`src/rtl/serial_frame_pkg.sv`:
```
// Shared types and constants for the framed serial transmitter.
// Parity support is selected by the SERIAL_FRAME_TX_PARITY_EN macro.
package serial_frame_pkg;

    typedef enum logic [2:0] {
        ST_IDLE  = 3'd0,
        ST_START = 3'd1,
        ST_DATA  = 3'd2,
        ST_PAR   = 3'd3,
        ST_GAP   = 3'd4
    } state_t;

    localparam logic START_BIT = 1'b1;
    localparam logic IDLE_BIT  = 1'b0;

    // Bits that carry frame_active: start + data + optional parity.
    function automatic int frame_len(input int data_w, input bit parity_en);
        return 1 + data_w + (parity_en ? 1 : 0);
    endfunction

endpackage

```
`src/rtl/serial_frame_hold.sv`:
```
// One-entry valid/ready holding register feeding the frame shifter.
module serial_frame_hold #(
    parameter int W = 8
) (
    input  logic         clk,
    input  logic         rst,
    input  logic [W-1:0] in_data,
    input  logic         in_valid,
    output logic         in_ready,
    input  logic         load,
    output logic [W-1:0] hold_q,
    output logic         hold_vld
);

    // Accept needs an empty register and load needs a full one, so they never overlap.
    always_ff @(posedge clk) begin
        if (rst) begin
            hold_q   <= '0;
            hold_vld <= 1'b0;
        end else if (in_valid && !hold_vld) begin
            hold_q   <= in_data;
            hold_vld <= 1'b1;
        end else if (load) begin
            hold_vld <= 1'b0;
        end
    end

    assign in_ready = !hold_vld;

endmodule

```
`src/rtl/serial_frame_tx.sv`:
```
// Framed serial transmitter: start bit, data MSB-first, optional even parity
// (SERIAL_FRAME_TX_PARITY_EN), then GAP_CYCLES idle zeros.
module serial_frame_tx
    import serial_frame_pkg::*;
#(
    parameter int DATA_W     = 8,
    parameter int GAP_CYCLES = 2
) (
    input  logic              clk,
    input  logic              rst,
    input  logic [DATA_W-1:0] in_data,
    input  logic              in_valid,
    output logic              in_ready,
    output logic              ser_out,
    output logic              frame_active,
    output logic              busy
);

    state_t            state, state_d;
    logic [DATA_W-1:0] shifter, shifter_d;
    logic [3:0]        bit_cnt, bit_cnt_d;
    logic [DATA_W-1:0] hold_q;
    logic              hold_vld;
    logic              load;
    logic              ser_d, active_d;
`ifdef SERIAL_FRAME_TX_PARITY_EN
    logic              par_q, par_d;
`endif

    serial_frame_hold #(.W(DATA_W)) u_hold (
        .clk      (clk),
        .rst      (rst),
        .in_data  (in_data),
        .in_valid (in_valid),
        .in_ready (in_ready),
        .load     (load),
        .hold_q   (hold_q),
        .hold_vld (hold_vld)
    );

    // Outputs are registered from the current state, so ser_out trails state by one cycle.
    always_comb begin
        state_d   = state;
        shifter_d = shifter;
        bit_cnt_d = bit_cnt;
        load      = 1'b0;
        ser_d     = IDLE_BIT;
        active_d  = 1'b0;
`ifdef SERIAL_FRAME_TX_PARITY_EN
        par_d     = par_q;
`endif
        case (state)
            ST_IDLE: begin
                if (hold_vld) load = 1'b1;
            end
            ST_START: begin
                ser_d     = START_BIT;
                active_d  = 1'b1;
                state_d   = ST_DATA;
                bit_cnt_d = 4'(DATA_W - 1);
            end
            ST_DATA: begin
                ser_d     = shifter[DATA_W-1];
                active_d  = 1'b1;
                shifter_d = {shifter[DATA_W-2:0], 1'b0};
                if (bit_cnt == 4'd0) begin
`ifdef SERIAL_FRAME_TX_PARITY_EN
                    state_d   = ST_PAR;
`else
                    state_d   = ST_GAP;
                    bit_cnt_d = 4'(GAP_CYCLES - 1);
`endif
                end else begin
                    bit_cnt_d = bit_cnt - 4'd1;
                end
            end
`ifdef SERIAL_FRAME_TX_PARITY_EN
            ST_PAR: begin
                ser_d     = par_q;
                active_d  = 1'b1;
                state_d   = ST_GAP;
                bit_cnt_d = 4'(GAP_CYCLES - 1);
            end
`endif
            ST_GAP: begin
                if (bit_cnt == 4'd0) begin
                    if (hold_vld) load = 1'b1;
                    else          state_d = ST_IDLE;
                end else begin
                    bit_cnt_d = bit_cnt - 4'd1;
                end
            end
            default: state_d = ST_IDLE;
        endcase

        // Loading from IDLE or the last gap cycle both jump straight to START.
        if (load) begin
            shifter_d = hold_q;
            state_d   = ST_START;
`ifdef SERIAL_FRAME_TX_PARITY_EN
            par_d     = ^hold_q;
`endif
        end
    end

    always_ff @(posedge clk) begin
        if (rst) begin
            state        <= ST_IDLE;
            shifter      <= '0;
            bit_cnt      <= '0;
            ser_out      <= IDLE_BIT;
            frame_active <= 1'b0;
            busy         <= 1'b0;
`ifdef SERIAL_FRAME_TX_PARITY_EN
            par_q        <= 1'b0;
`endif
        end else begin
            state        <= state_d;
            shifter      <= shifter_d;
            bit_cnt      <= bit_cnt_d;
            ser_out      <= ser_d;
            frame_active <= active_d;
            busy         <= (state != ST_IDLE) || hold_vld;
`ifdef SERIAL_FRAME_TX_PARITY_EN
            par_q        <= par_d;
`endif
        end
    end

endmodule

```
`config.mk`:
```
export PLATFORM = sky130hd
export DESIGN_NAME = serial_frame_tx
export DESIGN_NICKNAME = d
export VERILOG_FILES = /design/src/rtl/serial_frame_pkg.sv /design/src/rtl/serial_frame_hold.sv /design/src/rtl/serial_frame_tx.sv
export SDC_FILE = /design/constraint.sdc
export NUM_CORES = 1
export LEC_CHECK = 0
export CAP_MARGIN = 10
export CORE_MARGIN = 2
export CORE_UTILIZATION = 35
export CTS_BUF_LIST = sky130_fd_sc_hd__clkbuf_2 sky130_fd_sc_hd__clkbuf_4 sky130_fd_sc_hd__clkbuf_8
export CTS_CLUSTER_SIZE = 16
export DETAILED_ROUTE_END_ITERATION = 10
export HOLD_SLACK_MARGIN = 0.15
export PLACE_DENSITY = 0.51
export SKIP_CTS_REPAIR_TIMING = 1
export SLEW_MARGIN = 20
export SYNTH_ARGS = -nofsm -noshare
export SYNTH_HDL_FRONTEND = slang
export SYNTH_SLANG_ARGS = --single-unit
```
`constraint.sdc`:
```
create_clock -name clk -period 2.2 [get_ports clk]
set_clock_uncertainty 0.05 [all_clocks]
set_input_delay 0.44 -clock clk [delete_from_list [all_inputs] [get_ports clk]]
set_output_delay 0.44 -clock clk [all_outputs]
set_load 0.1 [all_outputs]
```
==> results_dict.tcl, run 1 <==
set metrics [dict create \
    worst-setup-path-type "flop to flop" \
    hold_violations 0 \
    die_x_um 63.40 \
    holdPathStages 2 \
    rows 21 \
    drive_above_1_share_pct 15.33 \
    power_mw 1.104 \
    globalRouteTotalUtil_pct 13.59 \
    drv_cap 0 \
    maxSlewHeadroom_pct 56.07 \
    syn_to_final_growth_pct 20.16 \
    syn-cell-area_mm2 0.001235 \
    crit_path_end_kind "flop" \
    min_period_ns 1.935 \
    worst_slew_pin_slew_ns 0.6588 \
    path_buf_inv 1 \
    crit_family "compound AO/OA/AOI/OAI gates" \
    setup_slack_ns 0.2654 \
    fp.dieH_um 63.40 \
    final_util_pct 44.12 \
    dieArea_mm2 0.004020 \
    syn-num-nets 146 \
    cts_buffer_depth 2 \
    cts_buffers 3 \
    drc 0 \
    post-dp-hpwl_mm 1.835 \
    cp_slowest_cell "o21ai_2" \
    path_max_fanout 16 \
    grt_max_degree 17 \
    pin_count 15 \
    power.leakage_nw 0.5743 \
    start_util_pct 36.72 \
    cts_sinks 27 \
    first_global_vias 963 \
    ant_nets 0 \
    gp_congestion 0.7947 \
    core_mm2 0.003363 \
    antenna_found_initial 0 \
    finalCritPeriodShare_pct 87.93 \
    setup.worst_path.start_class "flop" \
    critPathArrivalTime_ns 2.13 \
    syn_area_per_cell_um2 9.285 \
    cp_num_cells 6 \
    setup_tns_ns 0 \
    cts_tree "done" \
    routed_wirelength_mm 2.450 \
    vias_per_cell 4.964 \
    cp.required_ns 2.39 \
    synth-seq-cells 27 \
    yosysSeqAreaShare_pct 43.77 \
    place_inst 192 \
    crit_chain "inv_1, ha_1, nor3b_2, o21ai_2, a211oi_1, a211oi_1" \
    via_count 973 \
    fin_cells 196 \
    root_buffer "clkbuf_4" \
    ir_drop_mv 0.4631 \
    status "completed" \
    dr.pass1.iters 4 \
    grt_overflow 0 \
    finalSetupViolCount 0 \
    drtIter0Drc 53 \
    antenna_cells 0 \
    wl_per_cell_um 12.50 \
    clk_pin_slew_ns 0.14 \
    slew_violations 0 \
    cpPeakStageDelay_ns 0.54 \
    numPortBuffers 14 \
    hold_class "flop to flop" \
    power_density_mw_per_mm2 743.9 \
    rr_worst_depth 6 \
    max_freq_ghz 0.5169 \
    synthCells 133 \
    synth_warnings 0 \
    crit_top_cell "a211oi_1" \
    worstSkewPairLatency_ns 0.32 \
    synth_cell_type_count 29 \
    nets 164 \
    htree_levels 1 \
    rsz0062_at_grt "no" \
    grt_pass1_wl_mm 4.409 \
    pre_cts_ws_ns 0.1840 \
]
-- cell type report --
type	instances	area, um^2
timing repair buffer	22	190.2
tap	46	57.56
multi-input combinational	93	650.6
sequential	27	540.5
inverter	4	15.01
clock buffer	4	30.03
fill	367	1879
-- where the power goes --
group	total, mW	switching (mW)	internal, mW
clock	0.221	0.138	0.0832
sequential	0.569	0.0343	0.535
combinational	0.314	0.177	0.137
total	1.10	0.349	0.755
-- logic make-up after synthesis --
| family | Yosys count | synth area share [%] |
|---|---|---|
| compound gates | 28 | 17.02 |
| buf+inv | 13 | 4.357 |
| simple gates | 45 | 18.24 |
| mux | 17 | 13.88 |
| xor+xnor | 1 | 0.7093 |
| fa+ha+maj | 2 | 2.026 |
| flops | 27 | 43.77 |
-- stage by stage --
step / area (um^2) / hold WS (ns)
floorplan: 1235 / 0.4096
global placement: 1449 / 0.4256
detailed placement: 1449 / 0.4329
CTS: 1479 / 0.4655
global route: 1484 / 0.4861
finish: 1484 / 0.4585
-- path summary, 6_finish.rpt --
| path | startpoint | endpoint | slack (ns) |
|---|---|---|---|
| hold reg to reg | u_hold.hold_q[5] | shifter[5] | 0.46 |
| hold / removal | u_hold.hold_q[5] | shifter[5] | 0.46 |
| setup reg to reg | bit_cnt[0] | shifter[3] | 0.27 |
| setup / recovery | bit_cnt[0] | shifter[3] | 0.27 |
-- cell usage in the layout, fill, tap and decap left out, types with 2 or more instances in the layout --
cell type        instances
nor3_1                   5
inv_1                    4
nor2_1                  19
nor3b_2                  2
clkdlybuf4s50_1         10
nand2_1                  6
dfxtp_1                 27
clkbuf_4                 4
buf_4                   12
a21oi_1                  5
o21a_1                   2
a211oi_1                11
o21ai_0                  3
nor2b_1                  6
ha_1                     2
mux2i_1                 16
nor3b_1                  3
-- worst register-to-register path: stages, from the launching register on --
cell and delay [ns]:
dfxtp_1 0.43, inv_1 0.11, ha_1 0.21, nor3b_2 0.19
o21ai_2 0.54, a211oi_1 0.11, a211oi_1 0.23
-- cells in the mapped netlist, drive strengths merged --
master   number  area share [%]
a21oi         5             2.0
or4           1            0.61
a21o          1            0.61
inv           4             1.2
or3b          1            0.91
buf           2             1.0
nor3b         5             3.0
nor4          1            0.51
xnor2         1            0.71
a2111oi       1            0.71
dfxtp        27              44
a222oi        1            0.81
o21ai         4             1.9
mux2          1            0.91
mux2i        16              13
nor3          5             2.0
ha            2             2.0
nor2b         6             3.0
or3           1            0.51
o311a         1            0.91
clkbuf        7             2.1
nor2         19             5.8
a311oi        1             1.2
a211oi       11             6.7
a41o          1            0.91
o21a          2             1.2
nand2         6             1.8
-- state kept, by name, summed over array words and instances (netlist names) --
name             flops
u_hold.hold_q        8
frame_active         1
busy                 1
bit_cnt              4
ser_out              1
u_hold.hold_vld      1
shifter              8
state                3
-- metal layers --
metal | wire [um] | part of all wire [%] | GRT usage [%] | up-vias
met5 | 0 | 0 | 0 | -
met4 | 18 | 0.73 | 1.630 | 0
met3 | 87 | 3.6 | 4.107 | 2
met2 | 1217 | 50 | 24.47 | 14
met1 | 1127 | 46 | 16.28 | 447
li1 | - | - | - | 510
Note: power is estimated with default switching activity, not from simulation.
==> run 2, diff against run 1 <==
--- a/config.mk
+++ b/config.mk
@@ -18,3 +18,4 @@
 export SYNTH_ARGS = -nofsm -noshare
 export SYNTH_HDL_FRONTEND = slang
 export SYNTH_SLANG_ARGS = --single-unit
+export TNS_END_PERCENT = 100
==> results of run 2 <==
The final DEF is identical to that of run 1; final timing and power are the same.
